## src/rtl/fetch_queue_stage.sv

```systemverilog
// fetch_queue_stage: RV32 fetch front end issuing in-order word requests, tagging them with
// their PCs and buffering responses for decode. Define FETCH_PERF_CNT_EN for perf counters.
module fetch_queue_stage #(
  parameter int unsigned DEPTH    = 4,
  parameter logic [31:0] RESET_PC = 32'h0000_0000
) (
  input  logic        clk,
  input  logic        reset,
  output logic        imem_req_valid,
  output logic [31:0] imem_req_addr,
  input  logic        imem_req_ready,
  input  logic        imem_resp_valid,
  input  logic [31:0] imem_resp_data,
  output logic        out_valid,
  output logic [31:0] out_inst,
  output logic [31:0] out_pc,
  input  logic        out_ready,
  input  logic        redirect_valid,
  input  logic [31:0] redirect_pc,
  input  logic        halt
`ifdef FETCH_PERF_CNT_EN
  ,
  output logic [31:0] perf_fetched,
  output logic [31:0] perf_stall,
  output logic [31:0] perf_flushed
`endif
);
  localparam int AW = $clog2(DEPTH);
  localparam int CW = AW + 1;
  localparam logic [CW:0] DEPTH_W = (CW+1)'(DEPTH);

  logic [31:0]   fetch_pc;
  logic [CW-1:0] outstanding, drop, count;
  logic [AW-1:0] tag_wr, tag_rd, q_wr, q_rd;
  logic [31:0]   tag_mem  [DEPTH];
  logic [31:0]   inst_mem [DEPTH];
  logic [31:0]   pc_mem   [DEPTH];
  logic [31:0]   head_inst, head_pc;

  logic          accept, resp, push, pop;
  logic [CW:0]   in_use;
  logic [CW-1:0] outstanding_next, drop_next, count_after_pop, count_next;
  logic [AW-1:0] q_rd_after_pop;
  logic [31:0]   tag_pc, head_inst_next, head_pc_next, fetch_pc_next;

  always_comb begin
    in_use          = {1'b0, outstanding} + {1'b0, count};
    imem_req_valid  = !reset && !halt && !redirect_valid && (in_use < DEPTH_W);
    imem_req_addr   = fetch_pc;
    out_valid       = (count != '0);
    out_inst        = head_inst;
    out_pc          = head_pc;

    accept          = imem_req_valid && imem_req_ready;
    // A response with nothing outstanding is illegal and simply ignored.
    resp            = imem_resp_valid && (outstanding != '0);
    push            = resp && (drop == '0) && !redirect_valid;
    pop             = out_valid && out_ready;
    tag_pc          = tag_mem[tag_rd];

    outstanding_next = outstanding + CW'(accept) - CW'(resp);
    count_after_pop  = count - CW'(pop);
    q_rd_after_pop   = q_rd + AW'(pop);

    drop_next      = drop - CW'(resp && (drop != '0));
    count_next     = count_after_pop + CW'(push);
    fetch_pc_next  = accept ? fetch_pc + 32'd4 : fetch_pc;
    head_inst_next = head_inst;
    head_pc_next   = head_pc;

    if (redirect_valid) begin
      // Everything still in flight becomes stale, including requests already being dropped.
      drop_next     = outstanding_next;
      count_next    = '0;
      fetch_pc_next = redirect_pc & 32'hFFFF_FFFC;
    end else if (count_after_pop != '0) begin
      head_inst_next = inst_mem[q_rd_after_pop];
      head_pc_next   = pc_mem[q_rd_after_pop];
    end else if (push) begin
      head_inst_next = imem_resp_data;
      head_pc_next   = tag_pc;
    end
  end

  always_ff @(posedge clk) begin
    if (reset) begin
      fetch_pc    <= RESET_PC;
      outstanding <= '0;
      drop        <= '0;
      count       <= '0;
      tag_wr      <= '0;
      tag_rd      <= '0;
      q_wr        <= '0;
      q_rd        <= '0;
      head_inst   <= '0;
      head_pc     <= '0;
    end else begin
      fetch_pc    <= fetch_pc_next;
      outstanding <= outstanding_next;
      drop        <= drop_next;
      count       <= count_next;
      tag_wr      <= tag_wr + AW'(accept);
      tag_rd      <= tag_rd + AW'(resp);
      q_wr        <= redirect_valid ? '0 : q_wr + AW'(push);
      q_rd        <= redirect_valid ? '0 : q_rd_after_pop;
      head_inst   <= head_inst_next;
      head_pc     <= head_pc_next;
    end
  end

  // Storage arrays carry no reset; occupancy is tracked by the pointers and counters.
  always_ff @(posedge clk) begin
    if (accept) tag_mem[tag_wr] <= fetch_pc;
    if (push) begin
      inst_mem[q_wr] <= imem_resp_data;
      pc_mem[q_wr]   <= tag_pc;
    end
  end

  always_ff @(posedge clk)
    if (!reset) assert (!(imem_resp_valid && (outstanding == '0)));

`ifdef FETCH_PERF_CNT_EN
  always_ff @(posedge clk) begin
    if (reset) begin
      perf_fetched <= '0;
      perf_stall   <= '0;
      perf_flushed <= '0;
    end else begin
      perf_fetched <= perf_fetched + 32'(pop);
      perf_stall   <= perf_stall + 32'(out_ready && !out_valid);
      perf_flushed <= perf_flushed + 32'(resp && !push)
                    + (redirect_valid ? 32'(count_after_pop) : 32'd0);
    end
  end
`endif
endmodule

```

## config.mk

```make
export PLATFORM = sky130hd
export DESIGN_NAME = fetch_queue_stage
export DESIGN_NICKNAME = d
export VERILOG_FILES = /design/src/rtl/fetch_queue_stage.sv
export SDC_FILE = /design/constraint.sdc
export NUM_CORES = 1
export LEC_CHECK = 0
export CORE_MARGIN = 1.5
export CORE_UTILIZATION = 57
export DETAILED_ROUTE_END_ITERATION = 8
export PLACE_DENSITY = 0.86
export SYNTH_ARGS = -nofsm -noshare
export SYNTH_HDL_FRONTEND = slang
export SYNTH_SLANG_ARGS = --single-unit
```

## constraint.sdc

```tcl
create_clock -name clk -period 9.7 [get_ports clk]
set_clock_uncertainty 0.05 [all_clocks]
set_input_delay 0.97 -clock clk [delete_from_list [all_inputs] [get_ports clk]]
set_output_delay 0.97 -clock clk [all_outputs]
set_load 0.05 [all_outputs]
```

==> results.md, run 1 <==
- Hold slack: 0.443 ns
- HP Class: reg -> reg
- Die Height: 183 µm
- Hold buffers post-CTS: 0
- Synth top area share: 0.595
- Global-route wire length before repair: 63.3 mm
- WP data required: just over 10 ns
- Core area: 0.0318 mm²
- Top post-synthesis cells by area: edfxtp_1 (60%), dfxtp_1 (12%), mux4_2 (11%)
- Final wirelength: 40.7 mm
- Part of the power in combinational logic: 0.237
- Crit path time final: approximately 4.6 ns
- Synth warn: 0
- WP buf/inv: 2
- Net Switching: 1.68 mW
- Status: complete, no violations
- Crit-path max cell delay: 0.91 ns
- Vias: 11076
- Full die area: approximately 0.034 mm²
- Post-Syn Area: 0.0186 mm²
- TritonRoute pass-1 iters: 9
- GRT Util Overall: 0.247
- FFs w/ async S/R, synth: 0
- Total CTS buffers: between 40 and 50
- H-tree depth: 2
- Layout cells sized above 1: 0.144
- Post-route cell area: 0.0221 mm²
- Detailed Place HPWL: 22.5 mm
- Max_cap viols: 0
- Leakage power: 7.13 nW
- P&R area growth vs syn: 19.1%
- Part of the power in registers: 0.450
- Tightest Pin Transition: between 1 and 1.5 ns
- Sw Ratio: 0.301
- Vias in the first global route: 11158
- Via density: roughly 6.2
- CP Cell Sequence: or3_1, and2_1, ha_1, ha_1, xnor2_1, and3_2, buf_4, a21oi_4, buf_4, nor2_1, a311oi_1
- Most frequent cell after synthesis: edfxtp_1
- Wire length per cell: 22.7 µm
- Cell Rows: 65
- Initial Utilization: 0.584
- Worst-Skew Late Latency: 0.55 ns
- Yosys reg bits: 477
- Pint: 3.89 mW
- Setup TNS: 0 ns
- Netlist cell types: 54
- Initial antenna violation count: 0
- Clk pin slew, worst setup/hold paths: 0.06 ns
- Placed inst area: 0.0206 mm²
- Max_slew headroom: 0.0669
- Post-cts sizing count: 0
- Clock Root Buffer: clkbuf_16
- Worst setup path class: reg -> reg
- I/O pins: 169
- Number of flops mapped to enable cells by yosys: between 300 and 400
- Routability cong.: 0.830
- Fmax: approximately 220 MHz
- Critical-path cell with the highest stage delay: buf_4
- Crit-path leading delay family: buffers and inverters
- Final Slew Violations: 0
- Peak VDD IR: 0.185 mV
- Final nets: 1406
- Register area share after synthesis: 0.713
- Critical path data arrival time: a little under 5 ns
- Routed Antenna Nets: 0
- Final Hold Fails: 0
- Cell taking the most area after synthesis: edfxtp_1
- Post-CTS Setup Bufs: 0
- Total clock sinks: between 400 and 500
- Pin count of the biggest net entering global routing: just over 100
- Ys flop type: edfxtp_1
- CTS tree: done
- GR Overflow Total: 0
- P per Cell Area: 252 mW/mm²
- Pwr Total: 5.57 mW
- Top cells by instance count after synthesis: edfxtp_1 (368), nand2_1 (148), dfxtp_1 (109)
- Part of the cycle the worst path needs: 0.473
- Longest Clk Path Bufs: 3
- Post-Synthesis Cells: approximately 1200
- DRC viols: 0
- Port Buffers: 162
- Clock share of power: 0.313
- CP max FO: 100
- Die span in x: 183 µm
- Critical Path Sink Type: flip-flop
- Startpoint Class: flip-flop
- Initial DRC Count: 929
- RSZ-0062 raised after global routing: no
- Antenna fix cells: 0
- Average cell area after synthesis: 15.9 µm²
- Final setup fails: 0
- Post-layout util: 0.695
registers in the layout, indices dropped and copies added, names as in the netlist, 3 cells and up:
signal         count
outstanding        3
out_pc            30
count              3
out_inst          32
drop               3
imem_req_addr     30
pc_mem           120
inst_mem         128
tag_mem          120
cell families (layout without fill, tap and decap cells):
| group | count (synthesis) | after routing | share of synthesized area |
|---|---|---|---|
| simple gates | 335 | 335 | 0.0815 |
| fa+ha+maj | 16 | 16 | 0.0112 |
| buf+inv | 88 | 275 | 0.0200 |
| mux | 95 | 95 | 0.113 |
| xor+xnor | 10 | 10 | 0.00472 |
| other cells | 1 | 4 | 0.000202 |
| compound gates | 144 | 144 | 0.0563 |
| flops | 477 | 477 | 0.713 |
worst paths after layout:
check                       startpoint                         to  slack [ns]  cells past startpoint
max                count[0]$_SDFF_PP0_     out_pc[8]$_SDFFE_PP0P_        5.11                     11
min          out_inst[19]$_SDFFE_PP0P_  out_inst[19]$_SDFFE_PP0P_        0.44                      2
max reg2reg        count[0]$_SDFF_PP0_     out_pc[8]$_SDFFE_PP0P_        5.11                     11
min reg2reg  out_inst[19]$_SDFFE_PP0P_  out_inst[19]$_SDFFE_PP0P_        0.44                      2
worst min-delay path: stages (launching register included):
cell	delay (ns)
dfxtp_1	0.31
nor2_1	0.09
a311oi_1	0.05
through the flow:
stage,setup WS [ns],std cells
4_1_cts,5.13,1791
3_3_place_gp,4.93,1706
6_report,5.11,1791
2_1_floorplan,1.13,1169
5_1_grt,4.84,1791
3_5_place_dp,4.77,1706
routing by layer:
metal,GRT usage,part of all wire,up-vias,wire length (µm)
met3,0.0458,0.084,73,3410
li1,-,-,4866,-
met5,0,0,-,0
met4,0.0741,0.023,0,928
met2,0.414,0.50,538,20300
met1,0.332,0.39,5599,16000
placed cells by master (no fill, tap or decap), drive strengths merged, types with 14 or more instances in the layout:
cell,count
clkdlybuf4s50,161
nand3,14
a21oi,32
edfxtp,368
a311oi,63
and2,14
nor2,94
nand2,148
mux4,92
o21ai,15
dfxtp,109
buf,17
clkbuf,69
ha,15
final cells by class:
type                            instances  area (µm²)
Sequential cell                       477       13200
Fill cell                            1996        9690
Multi-Input combinational cell        604        5060
Timing Repair Buffer                  178        1740
Clock buffer                           69        1360
Tap cell                              435         544
Clock inverter                         16         125
Inverter                               12        45.0
power groups by stage:
stage	Sequential, mW	Combinational, mW	Clock, mW
after global placement	2.54	1.27	0
after detailed placement	2.55	1.31	0
after CTS	2.51	1.33	1.77
after floorplan	2.85	0.597	0
final	2.51	1.32	1.74
after global routing	2.52	1.41	1.84
Note: power is estimated with default switching activity, not from simulation.
==> run 2: changes to the inputs <==
--- a/config.mk
+++ b/config.mk
@@ -6,9 +6,9 @@
 export NUM_CORES = 1
 export LEC_CHECK = 0
 export CORE_MARGIN = 1.5
-export CORE_UTILIZATION = 57
+export CORE_UTILIZATION = 52
 export DETAILED_ROUTE_END_ITERATION = 8
-export PLACE_DENSITY = 0.86
+export PLACE_DENSITY = 0.83
 export SYNTH_ARGS = -nofsm -noshare
 export SYNTH_HDL_FRONTEND = slang
 export SYNTH_SLANG_ARGS = --single-unit
==> constraint.sdc (replaced) <==
create_clock -name clk -period 4.15 [get_ports clk]
set_clock_uncertainty 0.05 [all_clocks]
set_input_delay 0.415 -clock clk [delete_from_list [all_inputs] [get_ports clk]]
set_output_delay 0.415 -clock clk [all_outputs]
set_load 0.05 [all_outputs]
==> run 2 against run 1 <==
  * Sequential cell count did not move
  * Critical path type unchanged
  * Clock power is 130% higher
  * Critical endpoint is now out_pc[11]$_SDFFE_PP0P_
  * Largest power group unchanged
  * Count of clock-buffer cells in the layout grew 2
  * Highest routed layer unchanged
==> results.md, run 2 (same netlist as run 1, synthesis figures left out) <==
- Crit path launch: count[0]$_SDFF_PP0_
- Pwr Total: between 10 and 15 mW
- R2R cell count: 9
- Full die area: between 0.03 and 0.04 mm²
- Critical Path Sink: out_pc[11]$_SDFFE_PP0P_
- Met1 WL: 16.5 mm
- Die span in x: 192 µm
- Critical Path Sink Type: flip-flop
- Post-route cell area: roughly 0.022 mm²
- Post-layout util: 0.630
- Tightest Pin Transition: 1.20 ns
- DR WL met2: 19.3 mm
- CP Cell Sequence: or3_1, and2_1, ha_1, ha_1, xnor2_1, and3_2, buf_4, nand2_1, a311oi_1
- P per Cell Area: just under 600 mW/mm²
- Crit-path max cell delay: 0.62 ns
- Clock Root Buffer: clkbuf_16
- Initial antenna violation count: 0
- RSZ-0062 raised after global routing: no
- Global-route wire length before repair: 61.0 mm
- Fmax: 301 MHz
- GR Overflow Total: 0
- RR Endpoint: out_pc[11]$_SDFFE_PP0P_
- FF+latch area: 0.0132 mm²
- Multi-input logic area: 0.00508 mm²
- Top flop regs: inst_mem: 128 flops, pc_mem: 120 flops, tag_mem: 120 flops
- Max_slew headroom: 0.194
- Critical-path cell with the highest stage delay: buf_4
- H-tree depth: 2
- Final Slew Violations: 0
- Reg2reg start: count[0]$_SDFF_PP0_
- WP data required: 4.52 ns
- Initial DRC Count: 888
- Vias: 10918
- Antenna fix cells: 0
- Total clock sinks: between 400 and 500
- Hold slack: 0.205 ns
- Cell Rows: 69
- R2R setup slack: 0.83 ns
- Max FFs per register: 128
- Post-cts sizing count: 0
- Die Height: ~190 µm
- Layout cells sized above 1: 0.149
- HP Class: in -> reg
- Wire length per cell: 21.5 µm
- Clk pin slew, worst setup/hold paths: ~0.06 ns
- Vias in the first global route: 10972
- Core area: 0.0354 mm²
- Cell mode on critical path: ha_1
- Final wirelength: 39.3 mm
- Max_cap viols: 0
- CTS tree: done
- Part of the cycle the worst path needs: 0.801
- Longest Clk Path Bufs: 3
- CP max FO: 62
- Pin count of the biggest net entering global routing: 125
- Detailed Place HPWL: 22.3 mm
- Worst setup path class: reg -> reg
- Max Used Layer: met4
- WL met3: 2.74 mm
- Leakage power: around 7 nW
- Commonest cells after routing, fill and taps aside: edfxtp_1 (368), clkdlybuf4s50_1 (160), nand2_1 (148), dfxtp_1 (108)
- GRT Util Overall: 0.215
- Worst-Skew Late Latency: 0.54 ns
- Placed inst area: about 0.021 mm²
- Startpoint Class: flip-flop
- Most common cell after layout, fill and taps aside: edfxtp_1
- Via density: 5.97
- Final nets: between 1000 and 1500
- I/O pins: ~170
- Peak VDD IR: 0.429 mV
- Critical path data arrival time: 3.69 ns
- Port Buffers: 162
- Post-CTS Setup Bufs: 0
- Crit path time final: 3.32 ns
- Final Hold Fails: 0
- Hold buffers post-CTS: 0
- Fill cell count: 2433
- Routability cong.: roughly 0.83
- Biggest register: inst_mem
- Final setup fails: 0
- Status: complete, no violations
- Routed Antenna Nets: 0
- TritonRoute pass-1 iters: 5
- Total CTS buffers: 47
- P&R area growth vs syn: 20.0%
- Initial Utilization: 0.524
- DRC viols: 0
-- run 2: changes by cell type in the layout (fill, tap and decap cells not counted), sizes merged --
cell,before,now
buf,17,27
bufinv,2,0
clkbuf,69,71
clkdlybuf4s50,161,160
clkinv,13,14
inv,12,13
-- run 2: worst min path at each step --
stage                         startpoint                         to  depth (start not counted)  slack [ns]
6_report                           reset  outstanding[1]$_SDFF_PP0_                          2        0.21
2_1_floorplan          imem_resp_data[0]   inst_mem[0][0]$_DFFE_PP_                          0        0.46
3_3_place_gp   out_inst[15]$_SDFFE_PP0P_  out_inst[15]$_SDFFE_PP0P_                          2        0.43
4_1_cts                            reset         drop[0]$_SDFF_PP0_                          2        0.19
3_5_place_dp    out_inst[6]$_SDFFE_PP0P_   out_inst[6]$_SDFFE_PP0P_                          2        0.44
5_1_grt                            reset         drop[0]$_SDFF_PP0_                          2        0.21
-- run 2: routing by layer --
layer  track usage  vias up
met5             0        -
met4        0.0535        0
met3        0.0305       67
met2         0.356      456
met1         0.304     5512
li1              -     4883
-- run 2: worst max-delay path, delay by kind of cell (launching register included) --
kind	cells	cell delay, ns
and+or+nand+nor	4	1.06
adders and majority gates	2	0.43
buffers and inverters	1	0.62
DFF	1	0.35
xor gates and xnor gates	1	0.33
AOI/OAI and AO/OA	1	0.34
-- run 2: per-stage QoR --
step	cells	worst slack, ns	setup TNS (ns)
floorplan	1169	-0.0182	-1.13
global placement	1741	0.613	0
detailed placement	1741	0.563	0
CTS	1828	0.816	0
global route	1828	0.563	0
finish	1828	0.828	0
-- run 2: layout make-up --
class / instances / area share
Clock buffer: 71 / 0.0628
Timing Repair Buffer: 187 / 0.0843
Sequential cell: 477 / 0.594
Tap cell: 461 / 0.0259
Inverter: 12 / 0.00202
Multi-Input combinational cell: 604 / 0.228
Clock inverter: 16 / 0.00326
-- run 2: power breakdown --
group	internal, mW	switching, mW	total [mW]
logic	1.10	1.90	3.00
clock network	2.32	1.69	4.01
registers	5.62	0.306	5.92
total	9.04	3.90	12.9
